<file path="src/rtl/rv32i_pkg.sv">
// Shared RV32I definitions: opcodes, ALU op codes,
// immediate formats and the ID/EX bundle layout.
package rv32i_pkg;

    localparam logic [6:0] OPC_LUI    = 7'b0110111;
    localparam logic [6:0] OPC_AUIPC  = 7'b0010111;
    localparam logic [6:0] OPC_JAL    = 7'b1101111;
    localparam logic [6:0] OPC_JALR   = 7'b1100111;
    localparam logic [6:0] OPC_BRANCH = 7'b1100011;
    localparam logic [6:0] OPC_LOAD   = 7'b0000011;
    localparam logic [6:0] OPC_STORE  = 7'b0100011;
    localparam logic [6:0] OPC_OP_IMM = 7'b0010011;
    localparam logic [6:0] OPC_OP     = 7'b0110011;
    localparam logic [6:0] OPC_MISC   = 7'b0001111;
    localparam logic [6:0] OPC_SYSTEM = 7'b1110011;

    typedef enum logic [3:0] {
        ALU_ADD    = 4'd0,
        ALU_SUB    = 4'd1,
        ALU_SLL    = 4'd2,
        ALU_SLT    = 4'd3,
        ALU_SLTU   = 4'd4,
        ALU_XOR    = 4'd5,
        ALU_SRL    = 4'd6,
        ALU_SRA    = 4'd7,
        ALU_OR     = 4'd8,
        ALU_AND    = 4'd9,
        ALU_PASS_B = 4'd10
    } alu_op_e;

    typedef enum logic [2:0] {
        IMM_I = 3'd0,
        IMM_S = 3'd1,
        IMM_B = 3'd2,
        IMM_U = 3'd3,
        IMM_J = 3'd4,
        IMM_R = 3'd5
    } imm_type_e;

    // Side-effecting control bits; cleared on bubbles.
    typedef struct packed {
        logic src_a_pc;
        logic src_b_imm;
        logic reg_write;
        logic mem_read;
        logic mem_write;
        logic branch;
        logic jump;
        logic illegal;
    } ctrl_t;

    typedef struct packed {
        alu_op_e   alu_op;
        imm_type_e imm_type;
        logic      use_rs1;
        logic      use_rs2;
        ctrl_t     ctrl;
    } dec_t;

    typedef struct packed {
        logic [31:0] pc;
        logic [31:0] imm;
        logic [31:0] rs1_data;
        logic [31:0] rs2_data;
        logic [4:0]  rd;
        logic [4:0]  rs1;
        logic [4:0]  rs2;
        logic [2:0]  funct3;
        alu_op_e     alu_op;
        ctrl_t       ctrl;
    } id_ex_t;

    // funct3 -> ALU op for OP / OP-IMM.
    // SUB is only legal for register-register OP.
    function automatic alu_op_e alu_from_f3(
        input logic [2:0] f3,
        input logic       sub_ok,
        input logic       f7b5
    );
        case (f3)
            3'b000:  return (sub_ok && f7b5) ? ALU_SUB : ALU_ADD;
            3'b001:  return ALU_SLL;
            3'b010:  return ALU_SLT;
            3'b011:  return ALU_SLTU;
            3'b100:  return ALU_XOR;
            3'b101:  return f7b5 ? ALU_SRA : ALU_SRL;
            3'b110:  return ALU_OR;
            default: return ALU_AND;
        endcase
    endfunction

endpackage

</file>
<file path="src/rtl/decode_stage_imm_gen.sv">
// Immediate generator: instr[31:7] + format -> 32-bit
// sign-extended immediate. Ports: instr, imm_type in; imm out.
module imm_gen
    import rv32i_pkg::*;
(
    input  logic [31:7] instr,
    input  imm_type_e   imm_type,
    output logic [31:0] imm
);

    logic s;
    assign s = instr[31];

    always_comb begin
        imm = '0;
        case (imm_type)
            IMM_I: imm = {{20{s}}, instr[31:20]};
            IMM_S: imm = {{20{s}}, instr[31:25], instr[11:7]};
            IMM_B: imm = {{19{s}}, instr[31], instr[7],
                          instr[30:25], instr[11:8], 1'b0};
            IMM_U: imm = {instr[31:12], 12'b0};
            IMM_J: imm = {{11{s}}, instr[31], instr[19:12],
                          instr[20], instr[30:21], 1'b0};
            default: imm = '0;
        endcase
    end

endmodule

</file>
<file path="src/rtl/decode_stage.sv">
// RV32I decode stage: decodes the fetched instruction, reads and
// bypasses operands, detects load-use hazards and holds ID/EX.
// Ports: if_* fetch handshake, rf_* reg-file read, wb_* bypass,
// flush from branch resolution, ex_* ID/EX outputs + ex_ready.
module decode_stage
    import rv32i_pkg::*;
#(
    parameter logic [31:0] RESET_PC = 32'h0000_0000
) (
    input  logic        clk,
    input  logic        rst,
    input  logic        if_valid,
    input  logic [31:0] if_instr,
    input  logic [31:0] if_pc,
    output logic        if_ready,
    output logic [4:0]  rf_rs1_addr,
    output logic [4:0]  rf_rs2_addr,
    input  logic [31:0] rf_read_data1,
    input  logic [31:0] rf_read_data2,
    input  logic        wb_write_en,
    input  logic [4:0]  wb_rd_addr,
    input  logic [31:0] wb_rd_data,
    input  logic        flush,
    output logic        ex_valid,
    input  logic        ex_ready,
    output logic [31:0] ex_pc,
    output logic [31:0] ex_imm,
    output logic [31:0] ex_rs1_data,
    output logic [31:0] ex_rs2_data,
    output logic [4:0]  ex_rd_addr,
    output logic [4:0]  ex_rs1_addr,
    output logic [4:0]  ex_rs2_addr,
    output logic [3:0]  ex_alu_op,
    output logic [2:0]  ex_funct3,
    output logic        ex_src_a_pc,
    output logic        ex_src_b_imm,
    output logic        ex_reg_write,
    output logic        ex_mem_read,
    output logic        ex_mem_write,
    output logic        ex_branch,
    output logic        ex_jump,
    output logic        ex_illegal
);

    logic [6:0]  opc;
    logic [4:0]  rs1;
    logic [4:0]  rs2;
    logic [2:0]  f3;
    logic        f7b5;
    logic [31:0] imm;
    logic [31:0] op1;
    logic [31:0] op2;
    logic        hazard;
    logic        stall;
    dec_t        dc;
    id_ex_t      dec_bundle;
    id_ex_t      id_ex_q;
    logic        valid_q;

    assign opc  = if_instr[6:0];
    assign rs1  = if_instr[19:15];
    assign rs2  = if_instr[24:20];
    assign f3   = if_instr[14:12];
    assign f7b5 = if_instr[30];

    assign rf_rs1_addr = rs1;
    assign rf_rs2_addr = rs2;

    always_comb begin
        dc          = '0;
        dc.alu_op   = ALU_ADD;
        dc.imm_type = IMM_R;
        unique case (1'b1)
            opc == OPC_LUI: begin
                dc.imm_type       = IMM_U;
                dc.alu_op         = ALU_PASS_B;
                dc.ctrl.src_b_imm = 1'b1;
                dc.ctrl.reg_write = 1'b1;
            end
            opc == OPC_AUIPC: begin
                dc.imm_type       = IMM_U;
                dc.ctrl.src_a_pc  = 1'b1;
                dc.ctrl.src_b_imm = 1'b1;
                dc.ctrl.reg_write = 1'b1;
            end
            opc == OPC_JAL: begin
                dc.imm_type       = IMM_J;
                dc.ctrl.src_a_pc  = 1'b1;
                dc.ctrl.src_b_imm = 1'b1;
                dc.ctrl.reg_write = 1'b1;
                dc.ctrl.jump      = 1'b1;
            end
            opc == OPC_JALR: begin
                dc.imm_type       = IMM_I;
                dc.use_rs1        = 1'b1;
                dc.ctrl.src_b_imm = 1'b1;
                dc.ctrl.reg_write = 1'b1;
                dc.ctrl.jump      = 1'b1;
            end
            opc == OPC_BRANCH: begin
                dc.imm_type    = IMM_B;
                dc.alu_op      = ALU_SUB;
                dc.use_rs1     = 1'b1;
                dc.use_rs2     = 1'b1;
                dc.ctrl.branch = 1'b1;
            end
            opc == OPC_LOAD: begin
                dc.imm_type       = IMM_I;
                dc.use_rs1        = 1'b1;
                dc.ctrl.src_b_imm = 1'b1;
                dc.ctrl.reg_write = 1'b1;
                dc.ctrl.mem_read  = 1'b1;
            end
            opc == OPC_STORE: begin
                dc.imm_type       = IMM_S;
                dc.use_rs1        = 1'b1;
                dc.use_rs2        = 1'b1;
                dc.ctrl.src_b_imm = 1'b1;
                dc.ctrl.mem_write = 1'b1;
            end
            opc == OPC_OP_IMM: begin
                dc.imm_type       = IMM_I;
                dc.alu_op         = alu_from_f3(f3, 1'b0, f7b5);
                dc.use_rs1        = 1'b1;
                dc.ctrl.src_b_imm = 1'b1;
                dc.ctrl.reg_write = 1'b1;
            end
            opc == OPC_OP: begin
                dc.alu_op         = alu_from_f3(f3, 1'b1, f7b5);
                dc.use_rs1        = 1'b1;
                dc.use_rs2        = 1'b1;
                dc.ctrl.reg_write = 1'b1;
            end
            opc == OPC_MISC: begin
                dc.imm_type = IMM_I;
            end
            opc == OPC_SYSTEM: begin
                dc.imm_type     = IMM_I;
                dc.ctrl.illegal = 1'b1;
            end
            default: begin
                dc.ctrl.illegal = 1'b1;
            end
        endcase
    end

    imm_gen u_imm_gen (
        .instr    (if_instr[31:7]),
        .imm_type (dc.imm_type),
        .imm      (imm)
    );

    // x0 reads as zero, so a writeback to x0 can never bypass.
    function automatic logic [31:0] read_op(
        input logic [4:0]  idx,
        input logic [31:0] rf_data
    );
        if (idx == 5'd0)
            return 32'd0;
        if (wb_write_en && wb_rd_addr == idx)
            return wb_rd_data;
        return rf_data;
    endfunction

    assign op1 = read_op(rs1, rf_read_data1);
    assign op2 = read_op(rs2, rf_read_data2);

    always_comb begin
        dec_bundle          = '0;
        dec_bundle.pc       = if_pc;
        dec_bundle.imm      = imm;
        dec_bundle.rs1_data = op1;
        dec_bundle.rs2_data = op2;
        dec_bundle.rd       = if_instr[11:7];
        dec_bundle.rs1      = dc.use_rs1 ? rs1 : 5'd0;
        dec_bundle.rs2      = dc.use_rs2 ? rs2 : 5'd0;
        dec_bundle.funct3   = f3;
        dec_bundle.alu_op   = dc.alu_op;
        dec_bundle.ctrl     = dc.ctrl;
    end

    assign stall  = valid_q && !ex_ready;
    assign hazard = if_valid && valid_q
                  && id_ex_q.ctrl.mem_read
                  && id_ex_q.rd != 5'd0
                  && ((dc.use_rs1 && rs1 == id_ex_q.rd)
                   || (dc.use_rs2 && rs2 == id_ex_q.rd));

    // flush forces acceptance so the offered word is discarded.
    assign if_ready = flush || (!stall && !hazard);

    always_ff @(posedge clk) begin
        if (rst) begin
            valid_q    <= 1'b0;
            id_ex_q    <= '0;
            id_ex_q.pc <= RESET_PC;
        end else if (flush) begin
            valid_q      <= 1'b0;
            id_ex_q.ctrl <= '0;
        end else if (!stall) begin
            if (!hazard && if_valid) begin
                valid_q <= 1'b1;
                id_ex_q <= dec_bundle;
            end else begin
                valid_q      <= 1'b0;
                id_ex_q.ctrl <= '0;
            end
        end
    end

    assign ex_valid     = valid_q;
    assign ex_pc        = id_ex_q.pc;
    assign ex_imm       = id_ex_q.imm;
    assign ex_rs1_data  = id_ex_q.rs1_data;
    assign ex_rs2_data  = id_ex_q.rs2_data;
    assign ex_rd_addr   = id_ex_q.rd;
    assign ex_rs1_addr  = id_ex_q.rs1;
    assign ex_rs2_addr  = id_ex_q.rs2;
    assign ex_alu_op    = id_ex_q.alu_op;
    assign ex_funct3    = id_ex_q.funct3;
    assign ex_src_a_pc  = id_ex_q.ctrl.src_a_pc;
    assign ex_src_b_imm = id_ex_q.ctrl.src_b_imm;
    assign ex_reg_write = id_ex_q.ctrl.reg_write;
    assign ex_mem_read  = id_ex_q.ctrl.mem_read;
    assign ex_mem_write = id_ex_q.ctrl.mem_write;
    assign ex_branch    = id_ex_q.ctrl.branch;
    assign ex_jump      = id_ex_q.ctrl.jump;
    assign ex_illegal   = id_ex_q.ctrl.illegal;

endmodule

</file>
<file path="config.mk">
export PLATFORM = sky130hd
export DESIGN_NAME = decode_stage
export DESIGN_NICKNAME = d
export VERILOG_FILES = /design/src/rtl/rv32i_pkg.sv /design/src/rtl/decode_stage_imm_gen.sv /design/src/rtl/decode_stage.sv
export SDC_FILE = /design/constraint.sdc
export NUM_CORES = 1
export LEC_CHECK = 0
export CELL_PAD_IN_SITES_DETAIL_PLACEMENT = 1
export CELL_PAD_IN_SITES_GLOBAL_PLACEMENT = 1
export CORE_ASPECT_RATIO = 2
export CORE_MARGIN = 5
export CORE_UTILIZATION = 30
export CTS_BUF_LIST = sky130_fd_sc_hd__clkbuf_4 sky130_fd_sc_hd__clkbuf_8 sky130_fd_sc_hd__clkbuf_16
export CTS_CLUSTER_SIZE = 12
export DETAILED_ROUTE_END_ITERATION = 12
export PLACE_DENSITY = 0.78
export SLEW_MARGIN = 20
export SYNTH_ARGS = -nofsm -noshare
export SYNTH_HDL_FRONTEND = slang
export SYNTH_SLANG_ARGS = --single-unit
</file>
<file path="constraint.sdc">
create_clock -name clk -period 3.1 [get_ports clk]
set_clock_uncertainty 0.1 [all_clocks]
set_input_delay 0.62 -clock clk [delete_from_list [all_inputs] [get_ports clk]]
set_output_delay 0.62 -clock clk [all_outputs]
set_load 0.03 [all_outputs]
</file>
==> results of run 1 <==
==> cells by family after synthesis <==
kind of cell               after synthesis
adders and majority gates                1
DFF                                    159
buffers and inverters                  112
and+or+nand+nor                        221
muxes                                   65
xor gates and xnor gates                20
AOI/OAI and AO/OA                      279
==> cell usage in the layout, fill, tap and decap left out, types with 4 or more instances in the layout <==
| cell type | netlist | layout |
|---|---|---|
| nor2_1 | 21 | 21 |
| buf_12 | 0 | 15 |
| nor3_1 | 17 | 16 |
| mux2i_1 | 65 | 65 |
| a31oi_1 | 4 | 4 |
| a211oi_1 | 5 | 5 |
| or4_1 | 15 | 15 |
| a22oi_1 | 5 | 5 |
| xnor2_1 | 8 | 8 |
| a32o_1 | 6 | 6 |
| bufinv_16 | 0 | 4 |
| o2bb2ai_1 | 13 | 13 |
| clkdlybuf4s50_1 | 0 | 333 |
| nand2_1 | 28 | 27 |
| a31o_2 | 74 | 74 |
| xor2_1 | 12 | 12 |
| o21ai_0 | 68 | 67 |
| inv_1 | 5 | 5 |
| clkbuf_16 | 0 | 17 |
| buf_4 | 11 | 58 |
| a21oi_1 | 81 | 81 |
| dfxtp_1 | 159 | 159 |
| nor4_1 | 67 | 66 |
| nand3_1 | 47 | 46 |
| o211ai_1 | 7 | 7 |
==> worst paths after layout <==
kind | endpoint | slack (ns) | cells past startpoint
worst min-delay path | ex_illegal | 0.37 | 2
worst min register to register | ex_illegal | 0.37 | 2
worst max register to register | ex_rs2_data[12] | 0.34 | 8
worst max-delay path | if_ready | 0.12 | 8
==> worst register-to-register path, delay by kind of cell (launching register included) <==
family | cells | cell delay (ns)
and+or+nand+nor | 4 | 1.09
buffers and inverters | 2 | 0.73
DFF | 1 | 0.37
AOI/OAI and AO/OA | 2 | 0.36
==> final cells by class <==
class / instances / share of cell area (%)
clock inverters: 13 / 1.50
clock buffers: 18 / 3.55
multi-input cells: 586 / 32.2
inverters: 6 / 0.182
repair buffers: 413 / 33.4
diodes: 3 / 0.0606
flip-flops and latches: 159 / 25.7
well taps: 336 / 3.39
==> per-stage QoR <==
step | worst slack [ns] | hold slack (ns)
after floorplan | 0.211 | 0.479
after detailed placement | -0.663 | 0.351
after global routing | 0.0106 | 0.389
after global placement | -0.639 | 0.346
final | 0.119 | 0.367
after CTS | 0.00678 | 0.368
==> state kept, by name, indices dropped and copies added (netlist names), 3 cells and up <==
name	count
ex_funct3	3
ex_rs2_data	32
ex_rs2_addr	5
ex_pc	32
ex_rs1_data	32
ex_imm	32
ex_rs1_addr	5
ex_rd_addr	5
ex_alu_op	4
==> layer usage <==
layer  up-vias  share of wire (%)
li1       3886                  -
met1      4098                 35
met2       262                 56
met3        61                5.0
met4         0                4.0
met5         -                  0
==> report_power, final <==
group | leakage [nW] | switching [mW] | internal (mW) | total [mW]
clock network | 0.307 | 0.903 | 1.37 | 2.27
logic | 2.68 | 0.545 | 0.501 | 1.05
registers | 1.29 | 0.0420 | 2.12 | 2.16
==> repair_timing <==
item	CTS	global route
buffers inserted	2	2
gates resized for setup	13	6
pin swaps	4	3
setup endpoints to repair	1	1
==> metrics.csv, run 1 <==
stage,metric,value,unit
run_status,outcome,"finished, final reports clean",
synth,top post-synthesis cells by count,"dfxtp_1, a21oi_1, a31o_2",
final_layout,Area Growth Syn to Fin,63.0,%
timing,f_max,0.336,GHz
synth,Seq cells post-synth,159,
clock_tree,CTS Buf Count,17,
critical_path,Worst path slowest cell,clkdlybuf4s50_1,
clock_tree,Post-CTS Hold Buffers,0,
synth,Synth Area in Compound Gates,24.4,%
drt,WL per Instance,22.9,um
clock_tree,"Clk Latency, worst-skew pair",0.45,ns
timing,RSZ-0062 raised after global routing,false,
critical_path,startpoint types,primary input,
critical_path,Required @ worst endpoint,2.38,ns
clock_tree,"Reg clk slew, reported paths",0.06,ns
synth,Syn Std Cell Area,7600,um^2
critical_path,CP max FO,2,
timing,Slew headroom,59.5,%
critical_path,Setup crit end kind,output pin,
worst_hold_path,HP Start,ex_illegal,
critical_path,reg2reg start,ex_rd_addr[0],
flow_run,max cap viols,0,
timing,measured slew at the worst slew-check pin,0.608,ns
synth,sequential-to-total area share from yosys stat,41.9,%
timing,fin crit share,96.1,%
critical_path,CP max stage delay,0.50,ns
final_layout,post-route cell area,12400,um^2
synth,number of synthesized flops with an enable pin,0,
floorplan,Core ar.,25000,um^2
timing,Max Slew Vio Count,0,
synth,post-synthesis simple-gate area fraction,16.0,%
synth,Mean Syn Cell Area,8.87,um^2
placement,post-DP HPWL,25900,um
critical_path,"critical path, cell by cell","clkdlybuf4s50_1, xnor2_1, nand3_1, nor3_1, buf_12, o21ai_4, a21o_1, buf_6",
placement,PortBufs,340,
synth,Synth Area in XOR/XNOR,2.30,%
clock_tree,H-tree depth,4,
synth,Post-synth ARST share,0,%
synth,Yosys top cell by area,dfxtp_1,
timing,setup TNS,0,ns
pwr,Final Power,5.48,mW
floorplan,Die Width,123,um
synth,Post-Synth Adder-Cell Area,0.132,%
grt,initial antenna violation count,3,
synth,Synth top area share,41.9,%
worst_hold_path,worst hold path class,flop to flop,
timing,Final min period,2.98,ns
clock_tree,Clock Sinks,159,
floorplan,Initial Util,30.4,%
drt,Post-Route WL,35200,um
critical_path,Critical path origin,if_instr[15],
timing,"Setup violations, final",0,
synth,main combinational cell family by area after synthesis,compound AO/OA/AOI/OAI gates,
placement,Placement Cell Area,11700,um^2
final_layout,storage element area,3180,um^2
grt,met3 usage,5.46,%
drt,ANT nets after route,0,
grt,first-pass GRT wire length,52900,um
drt,vias,8307,
grt,Total GRT Usage,24.0,%
floorplan,Die ar.,28800,um^2
floorplan,I/O Pins,341,
grt,largest net degree at the start of global routing,68,
drt,Iteration-0 DRC Markers,377,
clock_tree,worst-case clock buffer depth,2,
pwr,Leak,4.28,nW
grt,vias in the first global route,8945,
clock_tree,CTS tree,built,
final_layout,fill count,2894,
critical_path,Critical Path AT,2.26,ns
placement,Placed Cells,1496,
synth,post-synthesis mux area share,8.56,%
synth,Syn Inst Count,857,
grt,M2 GR Usage,45.6,%
final_layout,Final nets,1354,
synth,syn nets,1028,
synth,Synth area leaders,"dfxtp_1, mux2i_1, a31o_2",
grt,total congestion overflow,0,
final_layout,layout cells sized above 1,16.6,%
drt,Remaining DRCs,0,
clock_tree,Clk Tree Root Cell,clkbuf_16,
critical_path,buffers and inverters on the worst path,3,
drt,1st-pass router iterations,5,
final_layout,non-filler instance count after layout,1534,
floorplan,FP Rows,82,
critical_path,CP top delay family,buffers and inverters,
final_layout,"Core Util, Final",49.5,%
grt,met1 Use GR,24.0,%
timing,hold violation total from the final report,0,
drt,via/cell ratio,5.42,
synth,top-count cell post-synth,dfxtp_1,
final_layout,footprint of the multi-input gates,3990,um^2
floorplan,die height,235,um
synth,synthesis warning total,0,
synth,"Top FF cell, synth",dfxtp_1,
placement,Routability Congestion,0.888,
synth,count of different cell masters after synthesis,53,
grt,busiest grt layer,met2,
pwr,Peak VDD IR,0.000308,V
critical_path,kind of critical path,primary input to output pin,
pwr,Pwr per Cell Area,442,nW/um^2
(Power assumes the default switching activity.)
==> run 2: changes to the inputs <==
- ABC_CLOCK_PERIOD_IN_PS: not set -> 3100
- GPL_TIMING_DRIVEN: not set -> 0
==> run 2 against run 1 <==
  * Routed wire length is 4.2% higher
  * Worst setup slack worse by 0.088 ns
  * Design area is 2.4% lower
  * Critical path type unchanged
  * Non-clock buffer count is 30 higher
==> metrics.csv, run 2 (synthesis gave the netlist of run 1 again) <==
stage,metric,value,unit,change
run_status,outcome,"finished, final reports clean",,
pwr,Leak,4.09,nW,-4.3%
flow_run,max cap viols,0,,unchanged
placement,PortBufs,334,,-1.8%
placement,post-DP HPWL,29300,um,+13%
grt,largest net degree at the start of global routing,19,,-72%
drt,WL per Instance,23.4,um,+2.2%
drt,ANT nets after route,0,,unchanged
pwr,Pwr per Cell Area,444,nW/um^2,+0.54%
clock_tree,H-tree depth,4,,unchanged
floorplan,I/O Pins,341,,unchanged
clock_tree,CTS Buf Count,17,,unchanged
drt,Remaining DRCs,0,,unchanged
pwr,Peak VDD IR,0.000324,V,+5.2%
floorplan,Die ar.,28800,um^2,unchanged
grt,Total GRT Usage,25.2,%,+1.2 points
floorplan,Die Width,123,um,unchanged
grt,first-pass GRT wire length,54500,um,+3.0%
critical_path,CP max FO,5,,+3
timing,RSZ-0062 raised after global routing,true,,
clock_tree,Clock Sinks,159,,unchanged
critical_path,reg2reg start,ex_valid,,
grt,initial antenna violation count,3,,unchanged
clock_tree,"Reg clk slew, reported paths",0.06,ns,about the same
clock_tree,Clk Tree Root Cell,clkbuf_16,,
placement,Routability Congestion,0.876,,-1.3%
critical_path,Setup crit end kind,output pin,,
drt,via/cell ratio,5.38,,-0.65%
worst_hold_path,worst hold path class,flop to flop,,
critical_path,r2r endpoint,ex_rs2_data[26],,
clock_tree,worst-case clock buffer depth,2,,unchanged
critical_path,kind of critical path,primary input to output pin,,
critical_path,Required @ worst endpoint,2.38,ns,about the same
final_layout,Area Growth Syn to Fin,59.1,%,
clock_tree,CTS tree,built,,
timing,f_max,0.326,GHz,-2.9%
critical_path,Reg2Reg Setup Slack,0.32,ns,-0.02 ns
critical_path,worst reg-to-reg path cell count,7,,-1
clock_tree,Post-CTS Hold Buffers,0,,unchanged
final_layout,post-route cell area,12100,um^2,-2.4%
placement,Placement Cell Area,11400,um^2,-2.6%
placement,Placed Cells,1527,,+2.1%
drt,1st-pass router iterations,4,,-1
grt,vias in the first global route,9147,,+2.3%
floorplan,die height,235,um,unchanged
timing,fin crit share,99.0,%,+2.8 points
drt,vias,8414,,+1.3%
floorplan,Core ar.,25000,um^2,unchanged
timing,Final min period,3.07,ns,+0.0878 ns
critical_path,Critical path origin,if_instr[3],,
final_layout,Final nets,1384,,+2.2%
drt,Post-Route WL,36700,um,+4.2%
critical_path,startpoint types,primary input,,
drt,Iteration-0 DRC Markers,330,,-12%
timing,Max Slew Vio Count,0,,unchanged
grt,total congestion overflow,0,,unchanged
floorplan,FP Rows,82,,unchanged
final_layout,most frequent cells in the layout,"clkdlybuf4s50_1, dfxtp_1, a21oi_1",,
final_layout,"most common cell after layout, fill and taps aside",clkdlybuf4s50_1,,
floorplan,Initial Util,30.4,%,unchanged
critical_path,Critical Path AT,2.35,ns,+0.09 ns
final_layout,non-filler instance count after layout,1564,,+2.0%
final_layout,layout cells sized above 1,13.7,%,-2.9 points
critical_path,CP endpoint,if_ready,,
timing,Slew headroom,42.6,%,-17 points
pwr,Final Power,5.37,mW,-1.8%
timing,measured slew at the worst slew-check pin,0.861,ns,+0.253 ns
clock_tree,"Clk Latency, worst-skew pair",0.45,ns,about the same
timing,"Setup violations, final",0,,unchanged
timing,hold violation total from the final report,0,,unchanged
[run 2: changes by cell type in the layout (fill, tap and decap cells not counted), sizes merged]
cell / change
clkinvlp: +3
dlymetal6s2s: -3
dlygate4sd2: +8
bufinv: -1
clkdlybuf4s50: -12
clkbuf: +62
buf: -25
inv: -2
[run 2: worst min path at each step]
| stage | start | to | slack, ns | cells past startpoint |
|---|---|---|---|---|
| after global routing | ex_imm[17] | ex_imm[17] | 0.39 | 1 |
| after detailed placement | ex_imm[14] | ex_imm[14] | 0.35 | 1 |
| after floorplan | ex_illegal | ex_illegal | 0.48 | 2 |
| after CTS | ex_imm[19] | ex_imm[19] | 0.37 | 1 |
| final | ex_imm[19] | ex_imm[19] | 0.36 | 1 |
| after global placement | ex_imm[16] | ex_imm[16] | 0.35 | 1 |
[run 2: timing repair]
| item | CTS | global route |
|---|---|---|
| buffers inserted | 5 | 0 |
| pin swaps | 5 | 2 |
| gates resized for setup | 38 | 6 |
| endpoints found under the setup margin | 158 | 25 |
[run 2: where the power goes]
group / switching [mW] / internal, mW
registers: 0.0420 / 2.12
logic: 0.555 / 0.460
clock network: 0.917 / 1.28
[run 2: final cells by class]
class                      instances  area, um^2
timing repair buffer             339        3360
inverter                           6        22.5
clock buffer                      18         439
fill                            2955       12900
tap                              336         420
antenna                            3        7.51
clock inverter                    13         165
multi-input combinational        586        4000
buffer                           104         505
sequential                       159        3180
[run 2: per-layer routing]
metal  up-vias  share of wire [%]  track usage [%]
li1       3948                  -                -
met1      4097                 33             23.1
met2       284                 56             48.7
met3        85                5.3             5.94
met4         0                5.6             13.8
met5         -                  0                0
[run 2: critical path: stages]
cell           delay (ns)
dlygate4sd2_1        0.32
nor4bb_4             0.40
nand3_4              0.16
nor4_4               0.25
o21ai_4              0.11
clkbuf_16            0.15
a21o_1               0.17
buf_4                0.16
[run 2: per-stage QoR]
| step | setup TNS, ns | util, % | hold WS, ns | setup slack (ns) |
|---|---|---|---|---|
| finish | 0 | 48.3 | 0.365 | 0.0316 |
| global route | -0.0509 | 48.3 | 0.391 | -0.0509 |
| CTS | -0.0498 | 48.3 | 0.368 | -0.0498 |
| detailed placement | -143.49 | 45.4 | 0.347 | -1.91 |
| global placement | -141.09 | 45.4 | 0.348 | -1.92 |
| floorplan | 0 | - | 0.479 | 0.211 |
==> run 3: changes to the inputs <==
- CTS_CLUSTER_SIZE: 12 -> not set
==> results of run 3 <==
Same layout as run 2: the final DEF is identical, and so are final timing and power.
